## src/rtl/eth_pkg.sv

```systemverilog
// Shared types and constants for the Ethernet transmit framer.
// Latency: n/a (package only).
// Backpressure: n/a (package only).
package eth_pkg;

    // One state per frame field, plus idle and the inter-frame gap.
    typedef enum logic [3:0] {
        ST_IDLE,
        ST_PREAMBLE,
        ST_SFD,
        ST_DST,
        ST_SRC,
        ST_TYPE,
        ST_PAYLOAD,
        ST_PAD,
        ST_FCS,
        ST_GAP
    } state_t;

    localparam logic [7:0]  PREAMBLE_BYTE = 8'h55;
    localparam logic [7:0]  SFD_BYTE      = 8'hD5;

    localparam logic [31:0] CRC_POLY      = 32'h04C11DB7;
    localparam logic [31:0] CRC_INIT      = 32'hFFFF_FFFF;
    // Register value left after running the CRC over data plus its own FCS.
    localparam logic [31:0] CRC_RESIDUE   = 32'hDEBB20E3;

    // One byte of the bit-reflected IEEE 802.3 CRC-32, LSB of the data first.
    function automatic logic [31:0] crc32_next(input logic [31:0] crc,
                                               input logic [7:0]  data);
        logic [31:0] rpoly;
        logic [31:0] c;
        for (int i = 0; i < 32; i++) begin
            rpoly[i] = CRC_POLY[31-i];
        end
        c = crc;
        for (int i = 0; i < 8; i++) begin
            if (c[0] ^ data[i]) begin
                c = (c >> 1) ^ rpoly;
            end else begin
                c = c >> 1;
            end
        end
        return c;
    endfunction

endpackage

```

## src/rtl/eth_tx_framer_crc.sv

```systemverilog
// Byte-wide CRC-32 engine: running register, FCS is its complement.
// Latency: one cycle per byte; fcs reflects all bytes enabled so far.
// Backpressure: none; caller gates with en, restarts with init.
//
// Ports:
//   i_clk, i_rst_n : clock, async active-low reset (reinitialises the CRC)
//   i_init         : reload CRC_INIT (has priority over i_en)
//   i_en, i_data   : absorb one byte
//   o_fcs          : complemented CRC, transmitted LSB byte first
module crc32_in8
    import eth_pkg::*;
(
    input  logic        i_clk,
    input  logic        i_rst_n,
    input  logic        i_init,
    input  logic        i_en,
    input  logic [7:0]  i_data,
    output logic [31:0] o_fcs
);

    logic [31:0] crc_q;

    always_ff @(posedge i_clk or negedge i_rst_n) begin
        if (!i_rst_n) begin
            crc_q <= CRC_INIT;
        end else if (i_init) begin
            crc_q <= CRC_INIT;
        end else if (i_en) begin
            crc_q <= crc32_next(crc_q, i_data);
        end
    end

    assign o_fcs = ~crc_q;

endmodule

```

## src/rtl/eth_tx_framer.sv

```systemverilog
// Ethernet frame transmitter: preamble, SFD, header, payload from memory, pad, FCS, gap.
// Latency: first byte in the cycle after acceptance; payload addresses lead data by RD_LATENCY.
// Backpressure: o_ready high only in IDLE; requests are ignored while a frame or gap runs.
//
// Ports:
//   i_eth_clk, i_rst_n        : byte clock, async active-low reset
//   i_tx_start, o_ready       : request handshake (accepted when both high)
//   i_tx_size, i_dst_mac, i_src_mac, i_ethertype, i_gap_count : frame descriptor
//   o_mem_rd_addr, i_mem_rd_data : payload memory read port
//   o_tx_data, o_tx_en        : byte stream out
//   o_busy, o_frame_cnt       : status
module eth_tx_framer
    import eth_pkg::*;
#(
    parameter int ADDR_W       = 16,
    parameter int PREAMBLE_LEN = 7,
    parameter int MIN_PAYLOAD  = 46,
    parameter int MAX_PAYLOAD  = 1500,
    parameter int MIN_IFG      = 12,
    parameter int RD_LATENCY   = 1
) (
    input  logic              i_eth_clk,
    input  logic              i_rst_n,
    input  logic              i_tx_start,
    input  logic [15:0]       i_tx_size,
    input  logic [47:0]       i_dst_mac,
    input  logic [47:0]       i_src_mac,
    input  logic [15:0]       i_ethertype,
    input  logic [7:0]        i_gap_count,
    output logic [ADDR_W-1:0] o_mem_rd_addr,
    input  logic [7:0]        i_mem_rd_data,
    output logic              o_ready,
    output logic [7:0]        o_tx_data,
    output logic              o_tx_en,
    output logic              o_busy,
    output logic [31:0]       o_frame_cnt
);

    // Bytes before the first payload byte, and how many cycles after the
    // first preamble byte address 0 must stop being "early" and start stepping.
    localparam int HDR_LEN = PREAMBLE_LEN + 1 + 14;
    localparam int LEAD    = HDR_LEN - RD_LATENCY;

    state_t            state_q, state_d;
    logic [15:0]       cnt_q, cnt_d;

    logic [15:0]       size_q, pad_q, gap_q;
    logic [47:0]       dst_q, src_q;
    logic [15:0]       type_q;
    logic [ADDR_W-1:0] rd_addr_q;
    logic [7:0]        lead_q;
    logic [31:0]       frame_cnt_q;

    logic              accept;
    logic              last_fcs;
    logic [15:0]       size_c;
    logic              crc_en, crc_init;
    logic [31:0]       fcs;
    logic [47:0]       dst_sh, src_sh;
    logic              tx_en;
    logic [7:0]        tx_data;

    assign accept   = (state_q == ST_IDLE) && i_tx_start;
    assign last_fcs = (state_q == ST_FCS) && (cnt_q == 16'd3);
    assign size_c   = (i_tx_size > 16'(MAX_PAYLOAD)) ? 16'(MAX_PAYLOAD) : i_tx_size;

    // ------------------------------------------------------------------
    // State register
    // ------------------------------------------------------------------
    always_ff @(posedge i_eth_clk or negedge i_rst_n) begin
        if (!i_rst_n) begin
            state_q <= ST_IDLE;
            cnt_q   <= 16'd0;
        end else begin
            state_q <= state_d;
            cnt_q   <= cnt_d;
        end
    end

    // ------------------------------------------------------------------
    // Descriptor latch: frozen for the whole frame and its gap
    // ------------------------------------------------------------------
    always_ff @(posedge i_eth_clk or negedge i_rst_n) begin
        if (!i_rst_n) begin
            size_q <= 16'd0;
            pad_q  <= 16'd0;
            gap_q  <= 16'd0;
            dst_q  <= 48'd0;
            src_q  <= 48'd0;
            type_q <= 16'd0;
        end else if (accept) begin
            size_q <= size_c;
            pad_q  <= (size_c < 16'(MIN_PAYLOAD)) ? (16'(MIN_PAYLOAD) - size_c) : 16'd0;
            gap_q  <= 16'(MIN_IFG) + 16'(i_gap_count);
            dst_q  <= i_dst_mac;
            src_q  <= i_src_mac;
            type_q <= i_ethertype;
        end
    end

    // ------------------------------------------------------------------
    // Payload read address. Address 0 sits on the bus from acceptance;
    // after LEAD cycles it steps once per cycle so address a lands on the
    // bus exactly RD_LATENCY cycles before payload byte a goes out. It
    // stops at size-1 so nothing outside the payload is ever addressed.
    // ------------------------------------------------------------------
    always_ff @(posedge i_eth_clk or negedge i_rst_n) begin
        if (!i_rst_n) begin
            rd_addr_q <= '0;
            lead_q    <= 8'd0;
        end else if (accept) begin
            rd_addr_q <= '0;
            lead_q    <= 8'(LEAD);
        end else if (state_q != ST_IDLE) begin
            if (lead_q != 8'd0) begin
                lead_q <= lead_q - 8'd1;
            end else if ((32'(rd_addr_q) + 32'd1) < 32'(size_q)) begin
                rd_addr_q <= rd_addr_q + 1'b1;
            end
        end
    end

    // ------------------------------------------------------------------
    // Completed-frame counter, bumps as the last FCS byte leaves
    // ------------------------------------------------------------------
    always_ff @(posedge i_eth_clk or negedge i_rst_n) begin
        if (!i_rst_n) begin
            frame_cnt_q <= 32'd0;
        end else if (last_fcs) begin
            frame_cnt_q <= frame_cnt_q + 32'd1;
        end
    end

    // ------------------------------------------------------------------
    // Next state and byte mux. cnt_q counts bytes within the current field.
    // The gap state runs one cycle short because the IDLE cycle that
    // follows is itself an idle byte on the wire: a back-to-back request
    // then sees exactly MIN_IFG+gap_count low cycles between frames.
    // ------------------------------------------------------------------
    always_comb begin
        state_d = state_q;
        cnt_d   = cnt_q + 16'd1;
        tx_en   = 1'b0;
        tx_data = 8'h00;
        crc_en  = 1'b0;
        dst_sh  = dst_q << {cnt_q[2:0], 3'b000};
        src_sh  = src_q << {cnt_q[2:0], 3'b000};

        case (state_q)
            ST_IDLE: begin
                cnt_d = 16'd0;
                if (i_tx_start) begin
                    state_d = ST_PREAMBLE;
                end
            end
            ST_PREAMBLE: begin
                tx_en   = 1'b1;
                tx_data = PREAMBLE_BYTE;
                if (cnt_q == 16'(PREAMBLE_LEN - 1)) begin
                    state_d = ST_SFD;
                    cnt_d   = 16'd0;
                end
            end
            ST_SFD: begin
                tx_en   = 1'b1;
                tx_data = SFD_BYTE;
                state_d = ST_DST;
                cnt_d   = 16'd0;
            end
            ST_DST: begin
                tx_en   = 1'b1;
                tx_data = dst_sh[47:40];
                crc_en  = 1'b1;
                if (cnt_q == 16'd5) begin
                    state_d = ST_SRC;
                    cnt_d   = 16'd0;
                end
            end
            ST_SRC: begin
                tx_en   = 1'b1;
                tx_data = src_sh[47:40];
                crc_en  = 1'b1;
                if (cnt_q == 16'd5) begin
                    state_d = ST_TYPE;
                    cnt_d   = 16'd0;
                end
            end
            ST_TYPE: begin
                tx_en   = 1'b1;
                tx_data = cnt_q[0] ? type_q[7:0] : type_q[15:8];
                crc_en  = 1'b1;
                if (cnt_q == 16'd1) begin
                    cnt_d = 16'd0;
                    if (size_q != 16'd0) begin
                        state_d = ST_PAYLOAD;
                    end else if (pad_q != 16'd0) begin
                        state_d = ST_PAD;
                    end else begin
                        state_d = ST_FCS;
                    end
                end
            end
            ST_PAYLOAD: begin
                tx_en   = 1'b1;
                tx_data = i_mem_rd_data;
                crc_en  = 1'b1;
                if (cnt_q == size_q - 16'd1) begin
                    cnt_d   = 16'd0;
                    state_d = (pad_q != 16'd0) ? ST_PAD : ST_FCS;
                end
            end
            ST_PAD: begin
                tx_en   = 1'b1;
                tx_data = 8'h00;
                crc_en  = 1'b1;
                if (cnt_q == pad_q - 16'd1) begin
                    state_d = ST_FCS;
                    cnt_d   = 16'd0;
                end
            end
            ST_FCS: begin
                tx_en   = 1'b1;
                tx_data = fcs[{cnt_q[1:0], 3'b000} +: 8];
                if (cnt_q == 16'd3) begin
                    cnt_d   = 16'd0;
                    state_d = (gap_q > 16'd1) ? ST_GAP : ST_IDLE;
                end
            end
            ST_GAP: begin
                if (cnt_q == gap_q - 16'd2) begin
                    state_d = ST_IDLE;
                    cnt_d   = 16'd0;
                end
            end
            default: begin
                state_d = ST_IDLE;
                cnt_d   = 16'd0;
            end
        endcase
    end

    // Reload in IDLE so every accepted frame starts from a fresh CRC.
    assign crc_init = (state_q == ST_IDLE);

    crc32_in8 u_crc (
        .i_clk   (i_eth_clk),
        .i_rst_n (i_rst_n),
        .i_init  (crc_init),
        .i_en    (crc_en),
        .i_data  (tx_data),
        .o_fcs   (fcs)
    );

    assign o_tx_en       = tx_en;
    assign o_tx_data     = tx_data;
    assign o_ready       = (state_q == ST_IDLE);
    assign o_busy        = (state_q != ST_IDLE);
    assign o_mem_rd_addr = rd_addr_q;
    assign o_frame_cnt   = frame_cnt_q;

endmodule

```

## config.mk

```make
export PLATFORM = sky130hd
export DESIGN_NAME = eth_tx_framer
export DESIGN_NICKNAME = d
export VERILOG_FILES = /design/src/rtl/eth_pkg.sv /design/src/rtl/eth_tx_framer_crc.sv /design/src/rtl/eth_tx_framer.sv
export SDC_FILE = /design/constraint.sdc
export NUM_CORES = 1
export LEC_CHECK = 0
export CORE_MARGIN = 5
export CORE_UTILIZATION = 35
export CTS_CLUSTER_SIZE = 8
export DETAILED_ROUTE_END_ITERATION = 8
export PLACE_DENSITY = 0.54
export SLEW_MARGIN = 20
export SYNTH_ARGS = -nofsm -noshare
export SYNTH_HDL_FRONTEND = slang
export SYNTH_SLANG_ARGS = --single-unit
```

## constraint.sdc

```tcl
create_clock -name i_eth_clk -period 4.6 [get_ports i_eth_clk]
set_clock_uncertainty 0.05 [all_clocks]
set_input_delay 0.92 -clock i_eth_clk [delete_from_list [all_inputs] [get_ports i_eth_clk]]
set_output_delay 0.92 -clock i_eth_clk [all_outputs]
set_load 0.05 [all_outputs]
```

# After elaboration in Yosys (flattened, before gate mapping)
# Index checks and enable logic that the tools add are counted.
[classes]
mux = 58
eq_ne = 26
bitwise = 17
order_cmp = 4
add_sub_neg = 10
shift = 3
n_reduce_logical = 17
[op_table]
columns = ["op", "count"]
rows = [
  ["32-bit two-way mux", 24],
  ["16-bit two-way mux", 13],
  ["13-bit inverter with 14-bit output", 8],
  ["16-bit case mux with 7 select lines", 1],
  ["48-bit by 6-bit left shift with 48-bit output", 2],
  ["8-bit case mux with 7 select lines", 1],
  ["16-bit == test", 3],
  ["4-bit two-way mux", 12],
  ["4-bit case mux with 10 select lines", 1],
  ["16-bit by 1-bit adder with 16-bit output (second input constant)", 2],
  ["32-bit by 1-bit adder with 32-bit output (second input constant)", 1],
  ["16-bit by 3-bit == test with 1-bit output (second input constant)", 2],
  ["8-bit two-way mux", 4],
  ["32-bit inverter", 1],
  ["16-bit nonzero test", 2],
  ["32-bit by 6-bit indexed part select with 8-bit output", 1],
  ["16-bit by 1-bit subtractor with 16-bit output (second input constant)", 2],
  ["2-bit inequality test (second input constant)", 9],
  ["16-bit by 1-bit adder with 17-bit output (second input constant)", 1],
  ["17-bit by 16-bit less-than comparator with 1-bit output", 1],
  ["16-bit by 1-bit == test with 1-bit output (second input constant)", 1],
  ["16-bit by 2-bit == test with 1-bit output (second input constant)", 1],
  ["4-bit by 3-bit == test with 1-bit output (second input constant)", 4],
  ["16-bit by 1-bit > comparator with 1-bit output (second input constant)", 1],
  ["other kinds (23)", 37],
]
[word_totals]
wordCells = 147
out_inout_bits = 59
in_bits = 147
ff_bits = 268

# Longest topological paths before layout
# Gate-level depths: netlist (run 1).
[logic_depth]
depth_word = 35
ltp_mapped = 15
mapped_depth_nobuf = 15

# Hierarchy
# A second synthesis (run 1) with hierarchy kept.
[unflattened]
cells_unflattened = 1650
area_unflattened_um2 = 15313.4
[by_module_without_submodules]
columns = ["mod", "cells_per_inst", "n_inst", "seq_area_each_um2", "area_per_inst_um2"]
rows = [
  ["eth_tx_framer", 1441, 1, 5730.5, 13131.3],
  ["crc32_in8", 209, 1, 840.8, 2182.1],
]

# Worst setup path before layout (run 1)
# No wires, ideal clock.
[synth_path]
path_kind = "register to register"
start = "reg rd_addr_q[0] (netlist: o_mem_rd_addr[0])"
end = "reg rd_addr_q[13] (netlist: o_mem_rd_addr[13])"
setup_ps = 153
path_stages_with_launch = 16
path_buffers = 0
synth_period_minus_slack_ps = 4404
arrival_time_ps = 4202
required_time_ps = 4397
path_slack_ps = 196
cell_sequence = "dfrtp_1 ha_1 nand3_1 nor4_1 and3_1 and3_1 nor2_1 or2_2 ha_1 a21o_1 a2111oi_0 o21ai_0 a31oi_1 inv_1 o21ai_1 o221ai_1"
[synth_between]
elab_chain_cells = 5
elab_cells_between_ends = 9
cone_classes = "2 x add/sub; 1 x order compare; 4 x mux; 2 x reduce/logical"
[synth_lines]
columns = ["element", "line_no", "text"]
rows = [
  ["start: declaration", "eth_tx_framer.sv:50", "logic [ADDR_W-1:0] rd_addr_q;"],
  ["start signal: assignment", "eth_tx_framer.sv:118", "rd_addr_q <= rd_addr_q + 1'b1;"],
  ["parallel branches: the longest is 5 deep, another holds 16-bit by 1-bit adder with 17-bit output", "n/a", ""],
]
# Parallel ways; which one is timed is not known. The select of a mux whose other input is x is not followed.
# A chain may end at the register's enable or synchronous reset.

# Worst setup path in the final report (run 1)
[layout_path]
start = "reg state_q[0]"
end = "out o_tx_data[2]"
[layout_between]
elab_chain_cells = 2
elab_cells_between_ends = 8
cone_classes = "7 x eq/ne; 1 x mux"
[layout_lines]
columns = ["element", "line_no", "text"]
rows = [
  ["start: declaration", "eth_tx_framer.sv:44", "state_t state_q, state_d;"],
  ["start signal: assignment", "eth_tx_framer.sv:75", "state_q <= state_d;"],
  ["4-bit == test (tied with other cells)", "eth_tx_framer.sv:149", "case (state_q)"],
  ["8-bit case mux with 7 select lines (*)", "eth_tx_framer.sv:149", ""],
  ["end: declaration", "eth_tx_framer.sv:33", "output logic [7:0] o_tx_data,"],
]
# Mark *: on every way between the ends. The rest lies on a longest branch, timed or not.

==> results.toml, run 1 <==
[drt]
drc = 0
first_pass_iters = 8
wire_per_inst_um = 18.1
drt_iter0_drc = 852
routed_via_density = 5.11
ant_nets = 0
wl_um = 45100
num_vias = 12700

[clock_network]
cts_tree = "yes"
cts_setup_buffers = 0
cts.sinks = 261
cts-root-buf = "clkbuf_16"
h-tree-depth = 2
clock_latency_ns = 0.56
clk_pin_slew_worst_paths_ns = 0.05
cts_buffers = 38
ctsLongestPathBuffers = 3
hold_buffers = 0
cts_resized = 1

[synth]
avgSynthCellArea_um2 = 8.88
syn_area_mm2 = 0.0151
synth_edf_count = 0
synth_cell_types = 84
synthArstFlopShare_pct = 100
syn-instance-count = 1702
yosys-top-cells-area = "dfrtp_1 38%, nand2_1 11%, xnor2_1 6.1%, dfstp_2 5.6%, xor2_1 3.3%"
syn_nets = 1878
synth_seq_cells = 261
synth_ff_type = "dfrtp_1"
netlist.area_leader.share_pct = 37.9
synth_warnings = 0
yosysSeqAreaShare_pct = 43.5
yosysTopAreaCell = "dfrtp_1"

[sta]
rsz0062_at_grt = "false"
fin_tns_setup_ns = 0
setup_viol = 0
slew_violations = 0
fmax_ghz = 0.232
whs_ns = 0.315
max-slew-margin-rel_pct = 42.7
hold_viol = 0
tightest_slew_ns = 0.852
finalCritPeriodShare_pct = 93.8
post-route-min-period_ns = 4.31

[floorplanning]
die_h_um = 218
io_pins = 206
die_area_mm2 = 0.0474
coreArea_mm2 = 0.0429
rows = 76
fp.dieW_um = 218
start_util_pct = 35.2

[setup_path]
critPathSlowestCell = "or4b_4"
crit_path_end_kind = "output port"
r2r-start = "o_mem_rd_addr[1]$_DFFE_PN0P_"
cp_slowest_stage_delay_ns = 0.85
worstPathCellList = "or4b_4, mux4_2, nand2b_1, a41oi_1, inv_1, buf_4"
r2r_end = "o_mem_rd_addr[6]$_DFFE_PN0P_"
crit_family = "simple AND/OR/NAND/NOR gates"
critical_path.n_buffers_inverters = 2
cp.required_ns = 3.63
crit_arrival_ns = 3.34
rrSetupSlack_ns = 0.42
path_max_fanout = 32
crit_type = "reg -> out"
r2r_cells = 16
critPathLaunchType = "register"

[finish]
layout_commonest_cell = "nand2_1"
utilization_pct = 44.2
final_cell_mix = "447 x nand2_1, 228 x dfrtp_1, 196 x clkdlybuf4s50_1, 106 x xnor2_1, 98 x nor2_1"
layout-drive-gt1-share_pct = 9.12
final_nets = 2067
area_growth_pct = 25.3
fin_area_mm2 = 0.0189
antennaDiodeCount = 0

[place]
numPortBuffers = 205
placed_area_mm2 = 0.0178
hpwl_um = 32300
routabilityCongestion = 0.860

[grt]
antenna_found_initial = 1
grt_max_degree = 132
grt_usage_pct = 18.9
grt_pass1_vias = 12900
grt_pass1_wl_um = 71900
grt_overflow = 0

[pwr]
p_int_w = 0.00818
p_sw_w = 0.00597
switching_share_pct = 42.2
vdd_drop_max_v = 0.000540
clkPwrFrac_pct = 18.3
seqPwrFrac_pct = 27.2
leakage_nw = 8.46
p_per_area_mw_per_mm2 = 747
p_comb_share_pct = 54.4

[min_path]
hp-class = "in -> async"

[outcome]
status = "complete, no violations"

[flow_run]
max_cap_violations = 0
[cell usage after synthesis (all sizes together), types with 6 or more instances]
cell type	number
a211oi	6
a21o	9
a21oi	54
a22oi	7
a31oi	13
a32oi	8
and2	14
and3	16
buf	24
clkbuf	70
dfrtp	229
dfstp	32
ha	29
inv	48
mux2	10
mux2i	31
mux4	12
nand2	449
nand2b	17
nand3	63
nand3b	7
nand4	20
nor2	98
nor2b	14
nor3	51
nor4	16
o211ai	11
o21a	8
o21ai	55
o221ai	7
o22ai	8
or2	10
or3	8
or4	12
xnor2	109
xnor3	6
xor2	59
[flip-flops by register name, summed over array words and instances (netlist names)]
signal and flops:
lead_q 8, o_mem_rd_addr 16, src_q 48, o_frame_cnt 32
state_q 4, gap_q 9, dst_q 48, u_crc.crc_q 32
pad_q 16, type_q 16, size_q 16, cnt_q 16
[per-stage QoR]
stage | power (W) | setup slack, ns | std cells
after detailed placement | 0.0116 | -0.0126 | 2436
final | 0.0141 | 0.287 | 2493
after global placement | 0.0115 | 0.172 | 2436
after CTS | 0.0143 | 0.142 | 2493
after global routing | 0.0152 | 0.00875 | 2493
after floorplan | 0.00954 | 0.196 | 1702
[worst max path at each step]
stage | startpoint | end | slack (ns) | cells past startpoint
global route | o_mem_rd_addr[1]$_DFFE_PN0P_ | o_mem_rd_addr[5]$_DFFE_PN0P_ | 0.009 | 16
detailed placement | o_mem_rd_addr[1]$_DFFE_PN0P_ | o_mem_rd_addr[6]$_DFFE_PN0P_ | -0.01 | 16
floorplan | o_mem_rd_addr[0]$_DFFE_PN0P_ | o_mem_rd_addr[13]$_DFFE_PN0P_ | 0.20 | 15
global placement | o_mem_rd_addr[1]$_DFFE_PN0P_ | o_mem_rd_addr[5]$_DFFE_PN0P_ | 0.17 | 16
finish | state_q[0]$_DFFE_PN0P_ | o_tx_data[2] | 0.29 | 6
CTS | o_mem_rd_addr[1]$_DFFE_PN0P_ | o_mem_rd_addr[6]$_DFFE_PN0P_ | 0.14 | 16
[worst register-to-register path, delay by kind of cell (launching register included)]
kind | cells | cell delay, ns
AOI/OAI and AO/OA | 6 | 1.39
and+or+nand+nor | 6 | 1.36
DFF | 1 | 0.42
adders and majority gates | 2 | 0.51
buffers and inverters | 2 | 0.32
[logic make-up (layout without fill, tap and decap cells)]
| logic type | after synthesis | count (layout) | share of synthesized area [%] |
|---|---|---|---|
| and+or+nand+nor | 816 | 816 | 24.4 |
| AOI/OAI and AO/OA | 224 | 224 | 9.86 |
| adders and majority gates | 29 | 29 | 2.40 |
| DFF | 261 | 261 | 43.5 |
| xor gates and xnor gates | 176 | 176 | 11.3 |
| buffers and inverters | 143 | 349 | 3.97 |
| muxes | 53 | 53 | 4.59 |
[final cells by class]
cell class | instances | area, um^2
tap | 585 | 732
clock buffer | 55 | 1040
multi-input combinational | 1298 | 7990
sequential | 261 | 6570
fill | 4214 | 24000
clock inverter | 2 | 32.5
timing repair buffer | 243 | 2380
inverter | 49 | 184
[power groups by stage]
stage / Sequential [W] / Clock, W / Combinational [W]
floorplan: 0.00386 / 0 / 0.00568
global placement: 0.00386 / 0 / 0.00763
CTS: 0.00385 / 0.00268 / 0.00776
global route: 0.00397 / 0.00277 / 0.00843
detailed placement: 0.00388 / 0 / 0.00772
finish: 0.00385 / 0.00259 / 0.00770
[per-layer routing]
| layer | global-route usage [%] | vias up | part of all wire (%) |
|---|---|---|---|
| li1 | - | 6173 | - |
| met1 | 25.4 | 6166 | 46 |
| met2 | 30.7 | 334 | 47 |
| met3 | 3.94 | 61 | 5.3 |
| met4 | 5.86 | 2 | 2.4 |
| met5 | 0 | - | 0.029 |
Power figures use the tool's default switching activity.
==> inputs of run 2 (changes only) <==
Settings changed: CAP_MARGIN from default to 20, RECOVER_POWER from default to 50.
==> run 2 against run 1 <==
  * The run now ends with max-capacitance violations, max-slew violations left
  * Register-to-register slack got worse by 0.04 ns
  * Sequential power is essentially flat
  * Combinational power about the same
  * Cell area shrank 0.32%
  * Critical endpoint unchanged
  * Largest power group unchanged
==> results.toml, run 2 (synthesis gave the netlist of run 1 again) <==
[clock_network]
cts_setup_buffers = 0
cts-root-buf = "clkbuf_16"
h-tree-depth = 2
ctsLongestPathBuffers = 3
cts_buffers = 38
cts_tree = "yes"
clk_pin_slew_worst_paths_ns = 0.05
cts.sinks = 261
clock_latency_ns = 0.56

[floorplanning]
io_pins = 206
coreArea_mm2 = 0.0429
die_h_um = 218
fp.dieW_um = 218
die_area_mm2 = 0.0474
rows = 76
start_util_pct = 35.2

[sta]
finalCritPeriodShare_pct = 93.6
slew_violations = 196
whs_ns = 0.413
tightest_slew_ns = 2.36
setup_slack_ns = 0.292
post-route-min-period_ns = 4.31
rsz0062_at_grt = "false"
fmax_ghz = 0.232
max-slew-margin-rel_pct = -57.2
hold_viol = 0
setup_viol = 0

[finish]
antennaDiodeCount = 0
stdcell_count = 2493
final_nets = 2067
area_growth_pct = 24.9
layout_commonest_cell = "nand2_1"
final_cell_mix = "448 x nand2_1, 228 x dfrtp_1, 196 x clkdlybuf4s50_1, 106 x xnor2_1, 98 x nor2_1"
layout-drive-gt1-share_pct = 8.86
fin_area_mm2 = 0.0189
reg.largest.list = "dst_q: 48 flops, src_q: 48 flops"

[outcome]
status = "finished, violations left"
violations = "max-capacitance violations, max-slew violations"

[grt]
grt_pass1_wl_um = 71900
met1_usage_pct = 25.4
grt_overflow = 0
grt_max_degree = 132
antenna_found_initial = 1
met3_usage_pct = 3.94
grt_use_met2_pct = 30.7
grt_usage_pct = 18.9
grt-busiest-layer = "met2"
grt_pass1_vias = 12900

[pwr]
leakage_nw = 8.42
vdd_drop_max_v = 0.000540
p_per_area_mw_per_mm2 = 749
p_total_w = 0.0141

[drt]
first_pass_iters = 5
num_vias = 12700
drc = 0
ant_nets = 0
wl_um = 45000
wire_per_inst_um = 18.1
drt_iter0_drc = 939
routed_via_density = 5.10

[setup_path]
critPathLaunchType = "register"
crit_family = "simple AND/OR/NAND/NOR gates"
crit_path_end_kind = "output port"
cp.required_ns = 3.63
cp_slowest_stage_delay_ns = 0.85
critPathSlowestCell = "or4b_4"
crit_arrival_ns = 3.34
rrSetupSlack_ns = 0.38
critical_path.n_buffers_inverters = 2
crit_type = "reg -> out"
worstPathCellList = "or4b_4, mux4_2, nand2b_1, a41oi_1, inv_1, buf_4"
path_max_fanout = 32

[place]
numPortBuffers = 205
place_ws_ns = -0.0126
hpwl_um = 32300
placed_area_mm2 = 0.0178
routabilityCongestion = 0.860
placedCellCount = 2436

[flow_run]
max_cap_violations = 3

[min_path]
hp-class = "reg -> reg"
## run 2: worst paths after layout
check,endpoint,start,cells past startpoint
worst max-delay path,o_tx_data[2],state_q[0]$_DFFE_PN0P_,6
worst min-delay path,o_frame_cnt[31]$_DFFE_PN0P_,o_frame_cnt[31]$_DFFE_PN0P_,1
worst max register to register,u_crc.crc_q[4]$_DFFE_PN1P_,state_q[2]$_DFFE_PN0P_,10
min in group asynchronous,dst_q[13]$_DFFE_PN0P_,i_rst_n,1
max in group asynchronous,o_frame_cnt[10]$_DFFE_PN0P_,i_rst_n,2
worst min register to register,o_frame_cnt[31]$_DFFE_PN0P_,o_frame_cnt[31]$_DFFE_PN0P_,1
## run 2: cell type report
| cell class | instances | area, um^2 |
|---|---|---|
| fillers | 4220 | 24000 |
| multi-input cells | 1298 | 7980 |
| flip-flops and latches | 261 | 6570 |
| repair buffers | 243 | 2330 |
| clock buffers | 55 | 1040 |
| well taps | 585 | 732 |
| inverters | 49 | 184 |
| clock inverters | 2 | 32.5 |
## run 2: stage by stage
step                      TNS, ns  utilization, %
after floorplan                 0               -
after global placement          0            41.6
after detailed placement  -0.0337            41.6
after CTS                       0            44.1
after global routing            0            44.0
final                           0            44.0
## run 2: report_power, final
part	leakage (nW)	total (W)	switching (W)	internal, W
registers	3.31	0.00385	0.000665	0.00319
clock network	0.513	0.00259	0.00105	0.00155
logic	4.60	0.00769	0.00426	0.00343
total	8.42	0.0141	0.00597	0.00817
## run 2: routing by layer
layer	up-vias	wire length (um)
met5	-	13
met2	325	21000
met1	6153	20600
met3	59	2370
li1	6181	-
met4	2	1050
## run 2: what timing repair did
| action | CTS | global route |
|---|---|---|
| resized for setup | 1 | 4 |
| pin swaps | 0 | 0 |
| hold buffers | 0 | 0 |
| setup endpoints to repair | 3 | 15 |
